File: src/rtl/hazard_stall_ctrl.sv
// Pipeline hazard and stall controller: load-use/RAW interlock, taken-branch
// flush, and memory-wait freeze with a timeout abort.
module hazard_stall_ctrl #(
   parameter int unsigned TIMEOUT = 255
) (
   input  logic        clk,
   input  logic        rst,
   input  logic        id_valid,
   input  logic [3:0]  id_src1,
   input  logic [3:0]  id_src2,
   input  logic        id_two_src,
   input  logic [3:0]  ex_dst,
   input  logic        ex_wb_en,
   input  logic        ex_mem_read,
   input  logic [3:0]  mem_dst,
   input  logic        mem_wb_en,
   input  logic        fwd_en,
   input  logic        branch_taken,
   input  logic        mem_req,
   input  logic        mem_ready,
   output logic        pc_freeze,
   output logic        ifid_freeze,
   output logic        ifid_flush,
   output logic        idex_flush,
   output logic        idex_freeze,
   output logic        exmem_freeze,
   output logic        mem_timeout,
   output logic [15:0] stall_cnt
);

   // state    | meaning
   // RUN      | normal issue; resolves memory wait > branch > hazard
   // MEM_WAIT | whole pipe frozen until mem_ready or the wait counter hits TIMEOUT
   typedef enum logic {RUN, MEM_WAIT} state_t;

   localparam logic [7:0] TIMEOUT_W = 8'(TIMEOUT);

   state_t     state, state_nxt;
   logic [7:0] wait_cnt, wait_cnt_nxt;
   logic       timeout_set;
   logic       raw_ex, raw_mem, hazard;

   assign raw_ex  = ex_wb_en  && ((id_src1 == ex_dst)  || (id_two_src && (id_src2 == ex_dst)));
   assign raw_mem = mem_wb_en && ((id_src1 == mem_dst) || (id_two_src && (id_src2 == mem_dst)));
   // With forwarding only a load in EX cannot be bypassed; without it any producer in flight stalls.
   assign hazard  = id_valid && (fwd_en ? (raw_ex && ex_mem_read) : (raw_ex || raw_mem));

   always_comb begin
      state_nxt    = state;
      wait_cnt_nxt = wait_cnt;
      timeout_set  = 1'b0;
      pc_freeze    = 1'b0;
      ifid_freeze  = 1'b0;
      ifid_flush   = 1'b0;
      idex_flush   = 1'b0;
      idex_freeze  = 1'b0;
      exmem_freeze = 1'b0;
      if (!rst) begin
         case (state)
            RUN: begin
               wait_cnt_nxt = 8'd0;
               if (mem_req && !mem_ready) begin
                  pc_freeze    = 1'b1;
                  ifid_freeze  = 1'b1;
                  idex_freeze  = 1'b1;
                  exmem_freeze = 1'b1;
                  state_nxt    = MEM_WAIT;
               end else if (branch_taken) begin
                  ifid_flush = 1'b1;
                  idex_flush = 1'b1;
               end else if (hazard) begin
                  pc_freeze   = 1'b1;
                  ifid_freeze = 1'b1;
                  idex_flush  = 1'b1;
               end
            end
            MEM_WAIT: begin
               if (mem_ready) begin
                  state_nxt    = RUN;
                  wait_cnt_nxt = 8'd0;
               end else if (wait_cnt == TIMEOUT_W) begin
                  // Abort: release the pipe this cycle and flag the lost access.
                  timeout_set  = 1'b1;
                  state_nxt    = RUN;
                  wait_cnt_nxt = 8'd0;
               end else begin
                  pc_freeze    = 1'b1;
                  ifid_freeze  = 1'b1;
                  idex_freeze  = 1'b1;
                  exmem_freeze = 1'b1;
                  wait_cnt_nxt = wait_cnt + 8'd1;
               end
            end
            default: state_nxt = RUN;
         endcase
      end
   end

   always_ff @(posedge clk or posedge rst) begin
      if (rst) begin
         state       <= RUN;
         wait_cnt    <= 8'd0;
         mem_timeout <= 1'b0;
         stall_cnt   <= 16'd0;
      end else begin
         state    <= state_nxt;
         wait_cnt <= wait_cnt_nxt;
         if (timeout_set) mem_timeout <= 1'b1;
         if (pc_freeze && (stall_cnt != 16'hFFFF)) stall_cnt <= stall_cnt + 16'd1;
      end
   end

endmodule

File: config.mk
export PLATFORM = sky130hd
export DESIGN_NAME = hazard_stall_ctrl
export DESIGN_NICKNAME = d
export VERILOG_FILES = /design/src/rtl/hazard_stall_ctrl.sv
export SDC_FILE = /design/constraint.sdc
export NUM_CORES = 1
export LEC_CHECK = 0
export CORE_MARGIN = 2
export CORE_UTILIZATION = 42
export DETAILED_ROUTE_END_ITERATION = 6
export PLACE_DENSITY = 0.77
export SYNTH_ARGS = -nofsm -noshare
export SYNTH_HDL_FRONTEND = slang
export SYNTH_SLANG_ARGS = --single-unit
export TNS_END_PERCENT = 100
File: constraint.sdc
create_clock -name clk -period 2 [get_ports clk]
set_input_delay 0.4 -clock clk [delete_from_list [all_inputs] [get_ports clk]]
set_output_delay 0.4 -clock clk [all_outputs]
set_load 0.05 [all_outputs]
# ---- After elaboration in Yosys (flattened, before gate mapping)
# Cells that the tools add are included.
dict set report word_totals {
  regBits 26
  in_bits 27
  out_inout_bits 23
}
dict set report classes {
  eq_ne 6
  n_bitwise 1
  addsub 2
  n_reduce_logical 12
  mux 26
}
# cell count
set op_table {}
lappend op_table {{1-bit 2-to-1 mux} 21}
lappend op_table {{16-bit by 1-bit adder with 16-bit output, second input constant} 1}
lappend op_table {{4-bit equality test} 4}
lappend op_table {{8-bit 2-to-1 mux} 2}
lappend op_table {{16-bit != test, second input constant} 1}
lappend op_table {{8-bit case mux with 2 select lines} 1}
lappend op_table {{8-bit by 1-bit adder with 8-bit output, second input constant} 1}
lappend op_table {{8-bit equality test, second input constant} 1}
lappend op_table {{1-bit logical AND} 8}
lappend op_table {{1-bit case mux with 2 select lines} 2}
lappend op_table {{1-bit logical OR} 3}
lappend op_table {{1-bit logical NOT} 1}
lappend op_table {{1-bit NOT} 1}

# ---- Longest topological paths before layout
# Gate-level depths: netlist of the first run.
dict set report depth {
  depth_word 13
  ltp_mapped 9
  depth_no_buf 8
}

# ---- Least setup slack after synthesis of the first run
# Ideal clock, no wire load.
dict set report synth_path {
  kind {register to output}
  start {reg wait_cnt[0]}
  end {out pc_freeze}
  path_buffers 1
  slack_ns -1.230
  path_stages_with_launch 7
  t_arrival_ns 2.830
  t_required_ns 1.600
  path_cell_list {dfrtp_1 -> ha_1 -> nand2_1 -> nor3_1 -> a2111oi_2 -> o21bai_2 -> buf_4}
}
dict set report synth_between {
  elab_chain_len 5
}
# element line_no
set synth_lines {}
lappend synth_lines {{start: declaration} 39} ;# logic [7:0] wait_cnt, wait_cnt_nxt;
lappend synth_lines {{start signal: assignment} 107} ;# wait_cnt <= wait_cnt_nxt;
lappend synth_lines {{8-bit equality test} 81} ;# end else if (wait_cnt == TIMEOUT_W) begin
lappend synth_lines {{1-bit 2-to-1 mux (2 in series)} n/a}
lappend synth_lines {{1-bit case mux with 2 select lines} n/a}
lappend synth_lines {{1-bit 2-to-1 mux} n/a}
lappend synth_lines {{end: declaration} 21} ;# output logic pc_freeze,
# No other way between the ends.

# ---- Worst setup path in the final report of the first run
dict set report layout_path {
  start {in mem_dst[2]}
  end {out ifid_freeze}
}
dict set report layout_between {
  elab_chain_len 12
  word_cells_on_any_way 13
  classes_between {eq/ne (2); mux (6); reduce/logical (5)}
}
# element line_no
set layout_lines {}
lappend layout_lines {{start: declaration} 15} ;# input logic [3:0] mem_dst,
lappend layout_lines {{4-bit equality test} 44} ;# assign raw_mem = mem_wb_en && ((id_src1 == mem_dst) || (id_two_src && (id_src2 == mem_dst)));
lappend layout_lines {{1-bit logical AND} 44}
lappend layout_lines {{1-bit logical OR (*)} 44}
lappend layout_lines {{1-bit logical AND (*)} 44}
lappend layout_lines {{1-bit logical OR (*)} 46} ;# assign hazard = id_valid && (fwd_en ? (raw_ex && ex_mem_read) : (raw_ex || raw_mem));
lappend layout_lines {{1-bit 2-to-1 mux (*)} 46}
lappend layout_lines {{1-bit logical AND (*)} 46}
lappend layout_lines {{1-bit 2-to-1 mux (*)} 71} ;# end else if (hazard) begin
lappend layout_lines {{1-bit 2-to-1 mux (*)} 68} ;# end else if (branch_taken) begin
lappend layout_lines {{1-bit 2-to-1 mux (*)} 62} ;# if (mem_req && !mem_ready) begin
lappend layout_lines {{1-bit case mux with 2 select lines (*)} 59} ;# case (state)
lappend layout_lines {{1-bit 2-to-1 mux (*)} 58} ;# if (!rst) begin
lappend layout_lines {{end: declaration} 22} ;# output logic ifid_freeze,
# Mark *: on every way between the ends. The rest lies on a longest branch, timed or not.

==> results.ini, run 1 <==
[power]
sw_frac_of_total_pct = 36.0
internal_power_w = 0.00107
p_sw_w = 0.000604
combPwrFrac_pct = 43.2
clock_power_share_pct = 20.1
power_density_nw_per_um2 = 657
p_leak_nw = 1.18
peakVddDrop_uv = 1200
sequentialPowerShare_pct = 36.7

[status]
violations = negative setup slack
status = complete, but fails checks

[timing]
fin_skew_ps = 1.47
fin_crit_ps = 2260
timing.final.max_slew_violations = 0
rsz0062_at_grt = yes
post-route-period-util_pct = 113
final-setup-viol-count = 20
fmax_mhz = 442
finalWorstSetupSlack_ps = -260
max_slew_margin_pct = 65.7
worst_pin_slew_ps = 513
finalHoldViolations = 0

[final_layout]
drive_gt1_share_pct = 37.3
regArea_um2 = 651
diodes = 0
finalNetCount = 271
multi_input_area_um2 = 962
n_fill_cell = 280
fin_cells = 289
utilization_pct = 70.1
area_growth_syn_to_layout_pct = 62.8

[worst_setup_path]
rr_endpoint = stall_cnt[1]$_DFFE_PP0P_
critPathLaunchType = primary input
criticalPathCategory = in2out
path_cells = buf_6 -> xor2_1 -> nor4_1 -> a31oi_1 -> o32a_4 -> o21bai_4 -> buf_12
arrival_ps = 1860
endpoint_kind = output pin
r2r_cells = 8
critPathMaxFanout = 3
r2r_slack_ps = 70
worstPathRequired_ps = 1600
cpPeakStageDelay_ps = 360
regToRegStartpoint = stall_cnt[0]$_DFFE_PP0P_
crit_slowest_cell = o32a_4

[job]
max-cap-violations = 0

[routing]
routed_wl_um = 3720
first_pass_iters = 4
vias = 1410
final_antenna_net_count = 0
drt-initial-drc-count = 61
vias_per_cell = 4.88
wl_per_cell_um = 12.9
drc = 0

[synth]
netlist-cell-type-count = 34
synthTopCellsByArea = dfrtp_1, xor2_1, xnor2_1
yosys_warnings = 0
avgSynthCellArea_um2 = 9.78
synth_edf_count = 0
synth_most_common_cell = dfrtp_1
syn_nets = 189
ys_seq_area_share_pct = 41.6
synth_top_area_share_pct = 41.6
ys_ff_latch = 26
ys.flop_type = dfrtp_1
yosys.area.top_type = dfrtp_1
synth_commonest_cells = dfrtp_1, xor2_1, xnor2_1, nand2_1, nor2_1
syn_inst = 160
syn_area_um2 = 1570
synthArstFlopShare_pct = 100

[die]
fp.dieArea_um2 = 4230
io_pins = 50
initial_core_util_pct = 43.1
coreArea_um2 = 3630
die-width_um = 65.0
fp.dieH_um = 65.0
num_rows = 22

[global_routing]
grt_max_degree = 23
grt_pass1_vias = 1423
overflow = 0
track_usage_pct = 19.1
grt_pass1_wl_um = 6360
antenna_found_initial = 0

[min_path]
holdCritPathClass = in2async

[clock_network]
clk_pin_slew_ps = 90
clock_sinks = 26
numCtsBuffers = 3
ctsHoldBuffers = 0
clk_latency_ps = 260
h-tree-depth = 1
cts_root_buffer = clkbuf_8
cts_buffer_depth = 2
tritoncts = built

[placed_design]
gp_congestion = 0.804
dp_hpwl_um = 2770
dp_cells = 275
io_buffer_count = 49

-- power by group through the flow --
stage	registers [W]	logic [W]	clock network [W]
global route	0.000619	0.000764	0.000371
global placement	0.000619	0.000666	0
floorplan	0.000784	0.000219	0
finish	0.000615	0.000724	0.000337
detailed placement	0.000621	0.000676	0
CTS	0.000611	0.000683	0.000347
-- critical path, delay by kind of cell --
kind | cells | cell delay [ps]
XOR/XNOR | 1 | 160
buffers and inverters | 2 | 260
AND/OR/NAND/NOR | 1 | 320
AO/OA/AOI/OAI | 3 | 710
-- cell families after synthesis --
logic type	after synthesis	share of synthesized area, %
AO/OA/AOI/OAI	15	8.71
XOR/XNOR	35	19.6
adder cells (fa/ha/maj)	2	1.60
buffers and inverters	12	3.92
flip-flops	26	41.6
multiplexers	2	1.44
AND/OR/NAND/NOR	68	23.2
-- worst max path at each step --
stage	from	endpoint	slack [ps]	cells past startpoint
6_report	mem_dst[2]	ifid_freeze	-260	7
5_1_grt	mem_dst[2]	ifid_freeze	-270	7
4_1_cts	mem_dst[2]	idex_flush	-280	8
3_5_place_dp	id_src1[1]	ifid_freeze	-620	7
3_3_place_gp	id_src1[3]	pc_freeze	-600	7
2_1_floorplan	wait_cnt[0]$_DFFE_PP0N_	pc_freeze	-480	6
-- state kept, by name, summed over array words and instances, names as in the netlist --
register     count
mem_timeout      1
stall_cnt       16
state            1
wait_cnt         8
-- routing by layer --
layer	vias up	global-route usage (%)	part of all wire (%)
met3	2	2.08	2.7
met5	-	0	0
met2	32	33.8	51
met4	0	5.21	0.83
li1	707	-	-
met1	669	24.8	45
-- per-stage QoR --
step                      total power [W]  area (µm²)  setup WS, ps  hold slack, ps  TNS (ps)
after global placement            0.00128        2370          -600             454     -9350
after detailed placement          0.00130        2370          -623             461     -9950
final                             0.00168        2550          -260             406     -2090
after floorplan                   0.00100        1620          -484             485     -6040
after CTS                         0.00164        2460          -276             481     -1040
after global routing              0.00175        2550          -274             435     -2720
-- cells in the final DEF (no fill, tap or decap), drive strengths merged --
cell | Yosys | layout
mux2 | 2 | 2
nor4 | 4 | 4
dlymetal6s2s | 0 | 4
nor3 | 3 | 3
o21bai | 1 | 1
nor2 | 15 | 15
nand2b | 1 | 1
a21boi | 1 | 1
nand4 | 9 | 9
inv | 6 | 6
nand2 | 15 | 15
o32a | 1 | 1
ha | 2 | 2
nand3 | 9 | 9
a31o | 1 | 1
dlygate4sd2 | 0 | 2
dfrtp | 26 | 26
o21a | 1 | 1
nor2b | 3 | 3
clkdlybuf4s15 | 0 | 2
a21o | 2 | 2
a31oi | 2 | 2
xnor2 | 17 | 17
clkdlybuf4s50 | 0 | 19
clkbuf | 2 | 8
and2 | 1 | 1
buf | 4 | 52
and4 | 2 | 2
xor2 | 18 | 18
a2111oi | 1 | 1
nand3b | 1 | 1
and3 | 5 | 5
o21ai | 5 | 5
-- what timing repair did --
item,4_1_cts,5_1_grt
endpoints found under the hold margin,0,0
setup buffers,8,2
pin swaps,15,23
setup endpoints to repair,22,24
resized for setup,50,27
-- cell type report --
type / count / area share [%]
multi-input cells: 122 / 37.8
repair buffers: 83 / 31.3
flip-flops and latches: 26 / 25.5
well taps: 48 / 2.36
clock buffers: 4 / 2.16
inverters: 6 / 0.884
Note: power is estimated with default switching activity, not from simulation.
==> inputs of run 2 (changes only) <==
--- a/config.mk
+++ b/config.mk
@@ -9,6 +9,8 @@
 export CORE_UTILIZATION = 42
 export DETAILED_ROUTE_END_ITERATION = 6
 export PLACE_DENSITY = 0.77
+export SKIP_CTS_REPAIR_TIMING = 1
+export SLEW_MARGIN = 20
 export SYNTH_ARGS = -nofsm -noshare
 export SYNTH_HDL_FRONTEND = slang
 export SYNTH_SLANG_ARGS = --single-unit
==> run 2 against run 1 <==
Compared with the run above:
- sequential power hardly changed
- the flow still finishes with violations (negative setup slack)
- maximum frequency shrank 1.1%
- wire length rose by 1.3%
- first-iteration DRC count grew 49%
- combinational power is essentially flat
- sequential share of layout area down 0.19 points
- clock power hardly changed
- highest routed layer unchanged
- largest power group unchanged
- worst setup slack worse by 25 ps
- global-route usage shrank 0.81 points
- critical path type unchanged
- core utilization rose by 0.52 points
- register-to-register slack lost 80 ps
- worst hold slack lost 2.2 ps
==> results.ini, run 2 (synthesis results as in run 1) <==
[timing]
rsz0062_at_grt = yes
timing.final.max_slew_violations = 0
post-route-period-util_pct = 114
final-setup-viol-count = 6
finalWorstSetupSlack_ps = -285
max_slew_margin_pct = 65.8
finalHoldViolations = 0
fin_crit_ps = 2280
fin_skew_ps = 2.12
worst_pin_slew_ps = 512
holdWs_ps = 404
fmax_mhz = 438
fin_tns_setup_ps = -1140

[global_routing]
grt_pass1_wl_um = 6100
overflow = 0
grt_max_degree = 23
antenna_found_initial = 0
track_usage_pct = 18.3
grt_pass1_vias = 1358

[clock_network]
tritoncts = built
clk_pin_slew_ps = 90
h-tree-depth = 1
clock_sinks = 26
cts_buffer_depth = 2
cts_root_buffer = clkbuf_8
clk_latency_ps = 270
numCtsBuffers = 3

[worst_setup_path]
endpoint_kind = output pin
critPathMaxFanout = 3
path_cells = dlymetal6s2s_1 -> xor2_1 -> nor3_1 -> a31oi_1 -> o32a_4 -> o21bai_4 -> buf_12
rr_endpoint = stall_cnt[1]$_DFFE_PP0P_
worstPathRequired_ps = 1600
arrival_ps = 1880
critPathLaunchType = primary input
regToRegStartpoint = wait_cnt[0]$_DFFE_PP0N_
crit_slowest_cell = o32a_4
criticalPathCategory = in2out
r2r_slack_ps = -10
r2r_cells = 9
cpPeakStageDelay_ps = 420

[final_layout]
fin_area_um2 = 2570
largest_reg_flops = 16
final_common_cell = buf_4
utilization_pct = 70.7
reg_top3 = stall_cnt x16, wait_cnt x8
diodes = 0
area_growth_syn_to_layout_pct = 64.0
drive_gt1_share_pct = 33.6
finalNetCount = 268
mostFrequentLayoutCells = buf_4, dfrtp_1, clkdlybuf4s50_1, xor2_1, xnor2_1
top_register = stall_cnt

[power]
p_leak_nw = 1.24
totalPowerFinal_w = 0.00168
power_density_nw_per_um2 = 654
peakVddDrop_uv = 1160

[routing]
drc = 0
routed_wl_um = 3770
wl_per_cell_um = 13.2
first_pass_iters = 5
drt-initial-drc-count = 91
vias = 1409
final_antenna_net_count = 0
vias_per_cell = 4.93

[die]
die-width_um = 65.0
num_rows = 22
initial_core_util_pct = 43.1
io_pins = 50
fp.dieH_um = 65.0
coreArea_um2 = 3630
fp.dieArea_um2 = 4230

[status]
status = complete, but fails checks
violations = negative setup slack

[placed_design]
dpl-instance-area_um2 = 2370
io_buffer_count = 49
dp_hpwl_um = 2770
gp_congestion = 0.804

[job]
max-cap-violations = 0

[min_path]
holdCritPathClass = in2async

==> run 2: metrics by stage <==
stage / std cells / setup slack [ps]
global placement: 275 / -600
CTS: 279 / -630
global route: 286 / -347
detailed placement: 275 / -623
floorplan: 160 / -484
finish: 286 / -285
==> run 2: layer usage <==
metal	global-route usage (%)	part of all wire, %	vias to the layer above
li1	-	-	704
met1	24.3	45	661
met2	31.7	50	38
met3	2.08	3.3	6
met4	4.69	1.6	0
met5	0	0	-
==> run 2: layout make-up <==
| cell class | instances | area (µm²) |
|---|---|---|
| clock buffer | 4 | 55.1 |
| sequential | 26 | 651 |
| timing repair buffer | 80 | 825 |
| fill | 280 | 1070 |
| tap | 48 | 60.1 |
| multi-input combinational | 122 | 955 |
| inverter | 6 | 22.5 |
==> run 2: how the worst max path moves through the flow <==
| stage | startpoint | to | slack, ps | depth (start not counted) |
|---|---|---|---|---|
| 3_3_place_gp | id_src1[3] | pc_freeze | -600 | 7 |
| 3_5_place_dp | id_src1[1] | ifid_freeze | -620 | 7 |
| 4_1_cts | id_src1[1] | ifid_freeze | -630 | 7 |
| 2_1_floorplan | wait_cnt[0]$_DFFE_PP0N_ | pc_freeze | -480 | 6 |
| 6_report | id_src2[3] | ifid_freeze | -280 | 7 |
| 5_1_grt | id_src2[3] | ifid_freeze | -350 | 7 |
==> run 2: worst max-delay path, delay by kind of cell <==
| kind | cells | cell delay [ps] |
|---|---|---|
| AO/OA/AOI/OAI | 3 | 790 |
| AND/OR/NAND/NOR | 1 | 220 |
| XOR/XNOR | 1 | 160 |
| buffers and inverters | 2 | 310 |
==> run 2: power by group <==
part / switching, W / leakage, nW / total, W / internal, W
clock: 0.000163 / 0.0288 / 0.000339 / 0.000176
sequential: 0.0000403 / 0.353 / 0.000614 / 0.000574
combinational: 0.000397 / 0.857 / 0.000726 / 0.000329
==> RTL change 1, RTL diff (settings of run 1) <==
The parameter `TIMEOUT` goes from 255 to 127.
--- a/src/rtl/hazard_stall_ctrl.sv
+++ b/src/rtl/hazard_stall_ctrl.sv
@@ -3,3 +3,3 @@
 module hazard_stall_ctrl #(
-   parameter int unsigned TIMEOUT = 255
+   parameter int unsigned TIMEOUT = 127
 ) (
Function: same outputs for any inputs over 10 cycles, from zero or initial values and one cycle with rst high; that may be too few to reach the edited logic, so the function may still have changed.
==> RTL change 1 against run 1 <==
  * The flow still finishes with violations (setup timing)
  * Combinational power up 16%
  * Total power grew 13%
  * Sequential share of layout area decreased by 1.8 points
  * Setup slack improved by 85 ps
  * Sequential cell count unchanged
  * Count of clock-buffer cells in the layout stayed put
  * Synthesized cell count is the same
  * Critical path depth decreased by 1
  * Cell area is 8.3% higher
  * Die area is 4.7% higher
  * Wire length up 27%
  * Synthesized area increased by 5.0%
  * First-iteration DRC count grew 11%
  * Largest power group unchanged
==> RTL change 1: results (changes against run 1) <==
| Metric | Value |
|---|---|
| Slew margin rel. | `52.4% (-13 points)` |
| R2r endpoint | `stall_cnt[14]` |
| Drt total wl | `4730 um (+27%)` |
| Total power per unit cell area | `683 nW/um^2 (+4.0%)` |
| Avg WL per Cell | `16.9 um (+31%)` |
| Synth area leaders | `dfrtp_1 (40%), xor2_1 (11%), xnor2_1 (8.5%)` |
| Multiplexer share of the synthesized area | `1.37% (-0.069 points)` |
| P_comb | `0.000837 W (+16%)` |
| Average cell area after synthesis | `10.3 um^2 (+5.0%)` |
| Final setup margin | `-175 ps (+85.3 ps)` |
| Largest net degree at the start of global routing | `17 (-26%)` |
| Total number of vias | `1499 (+6.3%)` |
| # setup viols final | `16 (-20%)` |
| Worst Reg-to-Reg Cells | `7 (-1)` |
| Worst VDD drop | `0.408 mV (-66%)` |
| Vias in the first global route | `1665 (+17%)` |
| Run status | `complete, but fails checks` |
| Sequential share of power | `37.5% (+0.8 points)` |
| Total Routing Usage GR | `22.9% (+3.8 points)` |
| Failing checks | `setup timing` |
| CP endpoint | `idex_freeze` |
| Post-synthesis sequential area ratio | `39.6% (-2.0 points)` |
| Dpl hpwl | `3180 um (+15%)` |
| NonClk Buf Share | `26.7% (-4.6 points)` |
| Placed cell count | `273 (-0.73%)` |
| Adder-Cell Fraction of Synth Area | `1.52% (-0.077 points)` |
-- RTL change 1: changes by cell type after synthesis, moves of 3 or more --
cell       change
nand4_1        -4
a211oi_1       +6
and3_1         -4
a2111oi_1      +5
nand3_1        +3
nand3_2        -3
nor4_1         -3
nor2_1         -4
-- RTL change 1: stage by stage --
| step | TNS, ps | hold WS [ps] | util (%) | instance area (um^2) |
|---|---|---|---|---|
| 2_1_floorplan | -362 | 485 | - | 1710 |
| 3_3_place_gp | -8190 | 459 | 64.9 | 2410 |
| 3_5_place_dp | -10050 | 455 | 64.9 | 2410 |
| 4_1_cts | -2880 | 476 | 72.0 | 2670 |
| 5_1_grt | -2760 | 478 | 74.3 | 2760 |
| 6_report | -1300 | 430 | 74.3 | 2760 |
-- RTL change 1: routing by layer --
metal,share of wire (%),wire length [um],up-vias,track usage (%)
li1,-,-,709,-
met1,37,1770,737,25.4
met2,56,2670,45,42.1
met3,3.6,172,8,3.38
met4,2.6,124,0,11.7
met5,0,0,-,0
==> RTL change 2, RTL diff (config.mk and constraints of run 1) <==
Made on the original files. Put one more register stage on the output `mem_timeout`, with the module's reset. The value now appears one clock later. The other outputs are not delayed to match.
--- a/src/rtl/hazard_stall_ctrl.sv
+++ b/src/rtl/hazard_stall_ctrl.sv
@@ -36,2 +36,4 @@
    localparam logic [7:0] TIMEOUT_W = 8'(TIMEOUT);
+
+   logic mem_timeout_s0;
 
@@ -102,3 +104,3 @@
          wait_cnt    <= 8'd0;
-         mem_timeout <= 1'b0;
+         mem_timeout_s0 <= 1'b0;
          stall_cnt   <= 16'd0;
@@ -107,4 +109,12 @@
          wait_cnt <= wait_cnt_nxt;
-         if (timeout_set) mem_timeout <= 1'b1;
+         if (timeout_set) mem_timeout_s0 <= 1'b1;
          if (pc_freeze && (stall_cnt != 16'hFFFF)) stall_cnt <= stall_cnt + 16'd1;
+      end
+   end
+
+   always_ff @(posedge clk or posedge rst) begin
+      if (rst) begin
+         mem_timeout <= '0;
+      end else begin
+         mem_timeout <= mem_timeout_s0;
       end
Function: no difference found for any inputs over 10 cycles, from zero or initial values and one cycle with rst high; that may be too few to reach the edited logic, so the function may still have changed.
==> RTL change 2 against run 1 <==
  * The flow still finishes with violations (setup timing)
  * Wire length grew 13%
  * Clock skew grew 1.1 ps
  * Cell area grew 2.5%
  * Sequential cell count grew 1
  * Register-to-register slack lost 200 ps
  * Sequential share of layout area grew 0.33 points
  * Setup slack gained 51 ps
  * Synthesized area grew 1.6%
  * Non-clock buffer count shrank 1
  * Total power grew 2.5%
  * Highest routed layer unchanged
==> RTL change 2: results (changes against run 1) <==
| Metric | Value |
|---|---|
| Run status | `complete, but fails checks` |
| Failing checks | `setup timing` |
| Final Instance Area | `2610 um^2 (+2.5%)` |
| Critical Path Start | `wait_cnt[1]` |
| Met1 Use GR | `25.0% (+0.19 points)` |
| Final setup TNS | `-1070 ps (+1020 ps)` |
| Post_cts resized | `63 (+26%)` |
| Final Skew | `2.60 ps (+1.12 ps)` |
| Multiplexer share of the synthesized area | `1.42% (-0.023 points)` |
| Largest net degree at the start of global routing | `30 (+30%)` |
| Pleak | `1.21 nW (+2.6%)` |
| DR vias/cell | `5.13 (+5.2%)` |
| Total Routing Usage GR | `20.5% (+1.4 points)` |
| Hold Crit Class | `flop to flop` |
| Met1 WL | `1610 um (-3.9%)` |
| Met3 WL | `301 um (+200%)` |
| Synth area leaders | `dfrtp_1 (42%), xor2_1 (9.9%), xnor2_1 (9.4%)` |
| Complex-gate fraction of the synthesized area | `8.58% (-0.14 points)` |
| Fillers | `278 (-0.71%)` |
| CP arrival | `1810 ps (-50 ps)` |
| R2r endpoint | `stall_cnt[12]` |
| Vias in the first global route | `1459 (+2.5%)` |
| Post-synthesis sequential area ratio | `42.5% (+0.92 points)` |
| Mapped Nets | `190 (+0.53%)` |
| FF-to-FF setup slack | `-130 ps (-200 ps)` |
| Post-Synthesis Cells | `161 (+0.63%)` |
| Net Sw Power | `0.000631 W (+4.6%)` |
| Fin Hold WS | `405 ps (-1.92 ps)` |
| Clock group | `0.000306 W (-9.2%)` |
| Met3 GRT Util | `3.77% (+1.7 points)` |
| Slew margin rel. | `65.1% (-0.69 points)` |
| Setup bufs post-CTS | `7 (-1)` |
| List of most frequent post-synthesis cells | `dfrtp_1 (27), xor2_1 (18), xnor2_1 (17)` |
| Drt pass-1 iters | `5 (+1)` |
| CP endpoint | `pc_freeze` |
| Switching Share | `36.8% (+0.73 points)` |
| Adder-Cell Fraction of Synth Area | `1.57% (-0.025 points)` |
| Placed inst area | `2400 um^2 (+1.5%)` |
| GP Congestion | `0.783 (-2.6%)` |
| Drt initial violations | `108 (+77%)` |
| Met2 WL | `2170 um (+14%)` |
| Final setup margin | `-209 ps (+50.5 ps)` |
| # setup viols final | `7 (-65%)` |
| First-pass GRT wire length | `6780 um (+6.5%)` |
| Dpl ws | `-576 ps (+47.3 ps)` |
| Share of cells above drive strength 1 | `37.8% (+0.41 points)` |
| Worst Reg-to-Reg Cells | `9 (+1)` |
| Dpl hpwl | `3050 um (+10%)` |
| GR Util met2 | `36.2% (+2.5 points)` |
| P_comb | `0.000759 W (+4.8%)` |
[RTL change 2: cell types whose count changed in the layout (fill, tap and decap cells not counted), sizes merged]
| cell | before | now |
|---|---|---|
| clkdlybuf4s15 | 2 | 1 |
| dfrtp | 26 | 27 |
| dlygate4sd2 | 2 | 3 |
| clkdlybuf4s50 | 19 | 20 |
| buf | 52 | 50 |
[RTL change 2: worst max-delay path, cell delays in order, from the launching register on]
cell,delay [ps]
dfrtp_1,390
ha_2,200
nand2_2,90
nor3_4,50
a2111oi_4,400
o21bai_4,240
buf_12,170
[RTL change 2: cell families after synthesis]
| group | after synthesis |
|---|---|
| flip-flops | 27 |
| XOR/XNOR | 35 |
| buffers and inverters | 12 |
| adder cells (fa/ha/maj) | 2 |
| AND/OR/NAND/NOR | 68 |
| multiplexers | 2 |
| AO/OA/AOI/OAI | 15 |
[RTL change 2: final cells by class]
type,count,share of cell area (%)
tap,48,2.30
multi-input combinational,122,37.9
inverter,6,0.862
timing repair buffer,82,31.3
clock buffer,4,1.72
sequential,27,25.9
